**config.mk**
```make
export PLATFORM = sky130hd
export DESIGN_NAME = router_fsm
export DESIGN_NICKNAME = d
export VERILOG_FILES = /design/src/rtl/router_pkg.sv /design/src/rtl/router_fsm.sv
export SDC_FILE = /design/constraint.sdc
export NUM_CORES = 1
export LEC_CHECK = 0
export ABC_AREA = 1
export BUFFER_PORTS_ARGS = -buffer_cell sky130_fd_sc_hd__buf_2
export CAP_MARGIN = 40
export CORE_AREA = 5 5 42 44
export DETAILED_ROUTE_END_ITERATION = 8
export DIE_AREA = 0 0 47 49
export GPL_TIMING_DRIVEN = 0
export PLACE_DENSITY = 0.59
export SLEW_MARGIN = 20
export SYNTH_ARGS = -nofsm -noshare
export SYNTH_HDL_FRONTEND = slang
export SYNTH_SLANG_ARGS = --single-unit
```
**constraint.sdc**
```tcl
create_clock -name clock -period 1.14 [get_ports clock]
set_clock_uncertainty 0.05 [all_clocks]
set_input_delay 0.057 -clock clock [delete_from_list [all_inputs] [get_ports clock]]
set_output_delay 0.057 -clock clock [all_outputs]
set_load 0.05 [all_outputs]
```
**src/rtl/router_pkg.sv**
```systemverilog
// Shared types and constants for the 1x3 packet router control path.
package router_pkg;

  // Controller states; encoding is arbitrary, outputs are decoded by name.
  typedef enum logic [2:0] {
    DECODE_ADDRESS     = 3'd0,
    LOAD_FIRST_DATA    = 3'd1,
    LOAD_DATA          = 3'd2,
    LOAD_PARITY        = 3'd3,
    FIFO_FULL_STATE    = 3'd4,
    LOAD_AFTER_FULL    = 3'd5,
    WAIT_TILL_EMPTY    = 3'd6,
    CHECK_PARITY_ERROR = 3'd7
  } state_e;

  // Destination port addresses carried in header bits [1:0].
  localparam logic [1:0] ADDR_0       = 2'd0;
  localparam logic [1:0] ADDR_1       = 2'd1;
  localparam logic [1:0] ADDR_2       = 2'd2;
  localparam logic [1:0] ADDR_INVALID = 2'd3;

  // Pick the per-port flag for an address; the invalid address selects nothing.
  function automatic logic sel_port(input logic [1:0] addr, input logic [2:0] flags);
    logic result;
    case (addr)
      ADDR_0:  result = flags[0];
      ADDR_1:  result = flags[1];
      ADDR_2:  result = flags[2];
      default: result = 1'b0;
    endcase
    return result;
  endfunction

endpackage

```
**src/rtl/router_fsm.sv**
```systemverilog
// router_fsm: control state machine of the 1x3 packet router.
// Sequences header, payload and parity loading into one of three output
// FIFOs and drives load / write-enable / busy controls.
// Optional build macro: ROUTER_FSM_ASSERT_EN compiles in embedded assertions
// (state indicators one-hot-or-zero, no write in DECODE_ADDRESS, valid
// address on LOAD_FIRST_DATA entry). Functionality is identical either way.
module router_fsm
  import router_pkg::*;
(
  input  logic       clock,
  input  logic       resetn,
  input  logic       pkt_valid,
  input  logic [1:0] data_in,
  input  logic       fifo_full,
  input  logic       fifo_empty_0,
  input  logic       fifo_empty_1,
  input  logic       fifo_empty_2,
  input  logic       soft_reset_0,
  input  logic       soft_reset_1,
  input  logic       soft_reset_2,
  input  logic       parity_done,
  input  logic       low_packet_valid,
  output logic       write_enb_reg,
  output logic       detect_add,
  output logic       ld_state,
  output logic       laf_state,
  output logic       lfd_state,
  output logic       full_state,
  output logic       rst_int_reg,
  output logic       busy
);

  state_e     state_r;
  state_e     state_next_s;
  logic [1:0] addr_r;
  logic [2:0] empty_vec_s;
  logic [2:0] soft_vec_s;
  logic       hdr_empty_s;   // empty flag of the port named by the incoming header
  logic       hdr_valid_s;   // incoming header names a real port
  logic       latched_empty_s;
  logic       latched_soft_s;

  assign empty_vec_s     = {fifo_empty_2, fifo_empty_1, fifo_empty_0};
  assign soft_vec_s      = {soft_reset_2, soft_reset_1, soft_reset_0};
  assign hdr_valid_s     = (data_in != ADDR_INVALID);
  assign hdr_empty_s     = sel_port(data_in, empty_vec_s);
  assign latched_empty_s = sel_port(addr_r, empty_vec_s);
  assign latched_soft_s  = sel_port(addr_r, soft_vec_s);

  // State register; a reset aborts any packet in flight.
  always_ff @(posedge clock or negedge resetn) begin
    if (!resetn) begin
      state_r <= DECODE_ADDRESS;
    end else begin
      state_r <= state_next_s;
    end
  end

  // Address latch: remember the header destination while decoding.
  always_ff @(posedge clock or negedge resetn) begin
    if (!resetn) begin
      addr_r <= ADDR_0;
    end else if ((state_r == DECODE_ADDRESS) && pkt_valid) begin
      addr_r <= data_in;
    end else begin
      addr_r <= addr_r;
    end
  end

  // Next-state logic; a timeout soft reset on the active port overrides all.
  always_comb begin
    state_next_s = state_r;
    if (latched_soft_s) begin
      state_next_s = DECODE_ADDRESS;
    end else begin
      case (state_r)
        DECODE_ADDRESS: begin
          if (pkt_valid && hdr_valid_s && hdr_empty_s) begin
            state_next_s = LOAD_FIRST_DATA;
          end else if (pkt_valid && hdr_valid_s) begin
            state_next_s = WAIT_TILL_EMPTY;
          end else begin
            state_next_s = DECODE_ADDRESS;
          end
        end
        LOAD_FIRST_DATA: state_next_s = LOAD_DATA;
        LOAD_DATA: begin
          // A full FIFO takes precedence over the end of the packet.
          if (fifo_full) begin
            state_next_s = FIFO_FULL_STATE;
          end else if (!pkt_valid) begin
            state_next_s = LOAD_PARITY;
          end else begin
            state_next_s = LOAD_DATA;
          end
        end
        FIFO_FULL_STATE: begin
          if (!fifo_full) begin
            state_next_s = LOAD_AFTER_FULL;
          end else begin
            state_next_s = FIFO_FULL_STATE;
          end
        end
        LOAD_AFTER_FULL: begin
          if (parity_done) begin
            state_next_s = DECODE_ADDRESS;
          end else if (low_packet_valid) begin
            state_next_s = LOAD_PARITY;
          end else begin
            state_next_s = LOAD_DATA;
          end
        end
        LOAD_PARITY: state_next_s = CHECK_PARITY_ERROR;
        CHECK_PARITY_ERROR: begin
          if (fifo_full) begin
            state_next_s = FIFO_FULL_STATE;
          end else begin
            state_next_s = DECODE_ADDRESS;
          end
        end
        WAIT_TILL_EMPTY: begin
          if (latched_empty_s) begin
            state_next_s = LOAD_FIRST_DATA;
          end else begin
            state_next_s = WAIT_TILL_EMPTY;
          end
        end
        default: state_next_s = DECODE_ADDRESS;
      endcase
    end
  end

  // Moore output decode straight from the state register.
  always_comb begin
    detect_add    = (state_r == DECODE_ADDRESS);
    lfd_state     = (state_r == LOAD_FIRST_DATA);
    ld_state      = (state_r == LOAD_DATA);
    laf_state     = (state_r == LOAD_AFTER_FULL);
    full_state    = (state_r == FIFO_FULL_STATE);
    rst_int_reg   = (state_r == CHECK_PARITY_ERROR);
    write_enb_reg = (state_r == LOAD_DATA) || (state_r == LOAD_PARITY) ||
                    (state_r == LOAD_AFTER_FULL);
    busy          = !((state_r == DECODE_ADDRESS) || (state_r == LOAD_DATA));
  end

`ifdef ROUTER_FSM_ASSERT_EN
  a_ind_onehot0: assert property (@(posedge clock) disable iff (!resetn)
    $onehot0({detect_add, lfd_state, ld_state, laf_state, full_state, rst_int_reg}));

  a_no_write_in_decode: assert property (@(posedge clock) disable iff (!resetn)
    detect_add |-> !write_enb_reg);

  // The header seen on the decode-to-load transition must name a real port.
  a_lfd_valid_addr: assert property (@(posedge clock) disable iff (!resetn)
    ((state_r == DECODE_ADDRESS) && (state_next_s == LOAD_FIRST_DATA))
      |-> (data_in != ADDR_INVALID));
`endif

endmodule

```
==> out/metrics.cfg <==
[cells_and_area]
n_fill_cell = 160
final_nets = 122
area_delta_synth_final_pct = 67.4
drive_gt1_share_pct = 46.7
antenna_cells = 0
stdcell_area_um2 = 733

[global_route]
grt_busiest_layer = met2
grt.total_usage_pct = 12.0
use_met3_pct = 5.17
met1_usage_pct = 12.4
gr-total-overflow = 0
grt_start_max_net_pins = 7
grt_first_pass_wirelength_um = 2010
antenna_found_initial = 0
grt_pass1_vias = 524
gr-usage-met2_pct = 20.8

[logic_synthesis]
synthArstFlopShare_pct = 100
synth_cell_types = 11
synth_area_per_cell_um2 = 5.54
yosysMostFrequentCell = nand2_1
synth_warnings = 0
synth_cells = 79
synth_area_leaders = dfrtp_1 29%, nand3_1 19%, nand2_1 16%
yosys.area.top_type = dfrtp_1
netlist_area_um2 = 438
synth_top_flop_cell = dfrtp_1
yosys_register_bits = 5
syn-num-nets = 93
synth_common_cells = 19 x nand2_1, 17 x nand3_1, 13 x nor2_1
synth_edf_count = 0
synth_top_area_share_pct = 28.6
ys_seq_area_share_pct = 28.6

[power_and_ir_drop]
leakage_nw = 0.409
peakVddDrop_uv = 1460
finalPower_mw = 2.08
cellPowerDensity_mw_per_mm2 = 2830

[route]
drtIter0Drc = 3
drc = 0
wirelength_um = 1270
avgRoutedWirePerCell_um = 10.3
firstDrtPassIters = 3
viasPerCell = 4.76
vias = 585
ant_nets = 0

[min_path]
hp-class = input port to register
hp-start = pkt_valid

[outcome]
outcome = finished with violations
failed_checks = negative setup slack

[sta]
finalWorstSetupSlack_ps = -150
period_share_pct = 113
timing.hold.ws_ps = 72.4
rsz0062_at_grt = true
slew_headroom_pct = 89.2
setup_viol = 9
drv_slew = 0
min_period_ps = 1290
tns_ps = -949
max_freq_ghz = 0.775
hold_viol_final = 0
tightest_slew_ps = 162

[clocking]
cts.sinks = 5
ctsHtreeMaxLevel = 1
clkLatencyLatePin_ps = 240
cts_buffers = 3
cts_buffer_depth = 2
clk_pin_slew_ps = 40
cts_tree = done
cts_root_buffer = clkbuf_4

[run]
cap_viol_max_count = 0

[place]
dp_hpwl_um = 1020
placed_cell_area_um2 = 582
gp_routability_congestion = 0.767
portBuffers = 21

[critical_path]
ff2ff_setup_slack_ps = -80
crit_start = state_r[0]
critical_path_class = register to output port
crit_path_end_kind = output port
cp.arrival_ps = 1180
r2r-start = state_r[2]
r2r_cells = 7
path_max_fanout = 6
r2r-end = state_r[1]
cp.required_ps = 1030
start_kind = register
endpoint = write_enb_reg

[floorplanning]
start_util_pct = 31.3
rows = 14
die_h_um = 49
die_area_mm2 = 0.00230
io_pins = 22
fp.coreArea_mm2 = 0.00140
die_w_um = 47

-- kinds of logic after synthesis --
logic type	count (synthesis)	share of synthesized area, %
AND/OR/NAND/NOR	51	49.7
AO/OA/AOI/OAI	6	7.14
flip-flops	5	28.6
buffers and inverters	17	14.6
-- report_power, final --
group	internal [mW]	switching [mW]
combinational	0.550	0.945
clock	0.132	0.0650
sequential	0.262	0.124
-- stage by stage --
stage / setup slack, ps / instances / util [%]
finish: -150 / 123 / 52.3
global route: -214 / 123 / 52.3
CTS: -124 / 122 / 49.6
detailed placement: -147 / 116 / 41.5
global placement: -160 / 116 / 41.5
floorplan: -164 / 79 / -
-- layer usage --
metal	up-vias	routed length [um]
li1	305	-
met1	256	451
met2	22	684
met3	2	120
met4	0	8
met5	-	0
-- layout by cell type, fill, tap and decap left out, drive strengths merged --
cell type and count:
dlygate4sd3 1, clkinv 1, o21ai 4, nand3 17
inv 16, a31oi 1, nor2 15, dfrtp 5
clkbuf 4, a21oi 1, buf 23, nand2 19
-- how the worst min path moves through the flow --
stage,depth (start not counted),endpoint
finish,3,addr_r[1]
global route,3,addr_r[1]
CTS,3,addr_r[1]
detailed placement,1,addr_r[1]
global placement,1,addr_r[1]
floorplan,0,addr_r[0]
-- flip-flops by register name, indices dropped and copies added, names as in the netlist --
name	count
state_r	3
addr_r	2
-- final cells by class --
| type | instances | area, um2 | area share, % |
|---|---|---|---|
| clock buffers | 4 | 26.3 | 3.58 |
| inverters | 17 | 72.6 | 9.90 |
| multi-input cells | 57 | 298 | 40.6 |
| flip-flops and latches | 5 | 129 | 17.6 |
| well taps | 16 | 20.0 | 2.73 |
| repair buffers | 24 | 188 | 25.6 |
-- worst max-delay path: stages, from the launching register on --
cell and delay (ps):
dfrtp_2 450, buf_4 150, nand3_2 100, nand3_2 90, buf_6 160
-- timing repair --
action / CTS / global route
hold buffers: 1 / 0
gates resized for setup: 24 / 9
endpoints found under the setup margin: 13 / 13
hold endpoints to repair: 5 / 0
buffers inserted: 1 / 1
pin swaps: 2 / 1
No activity file was read; power rests on OpenSTA's default activity.
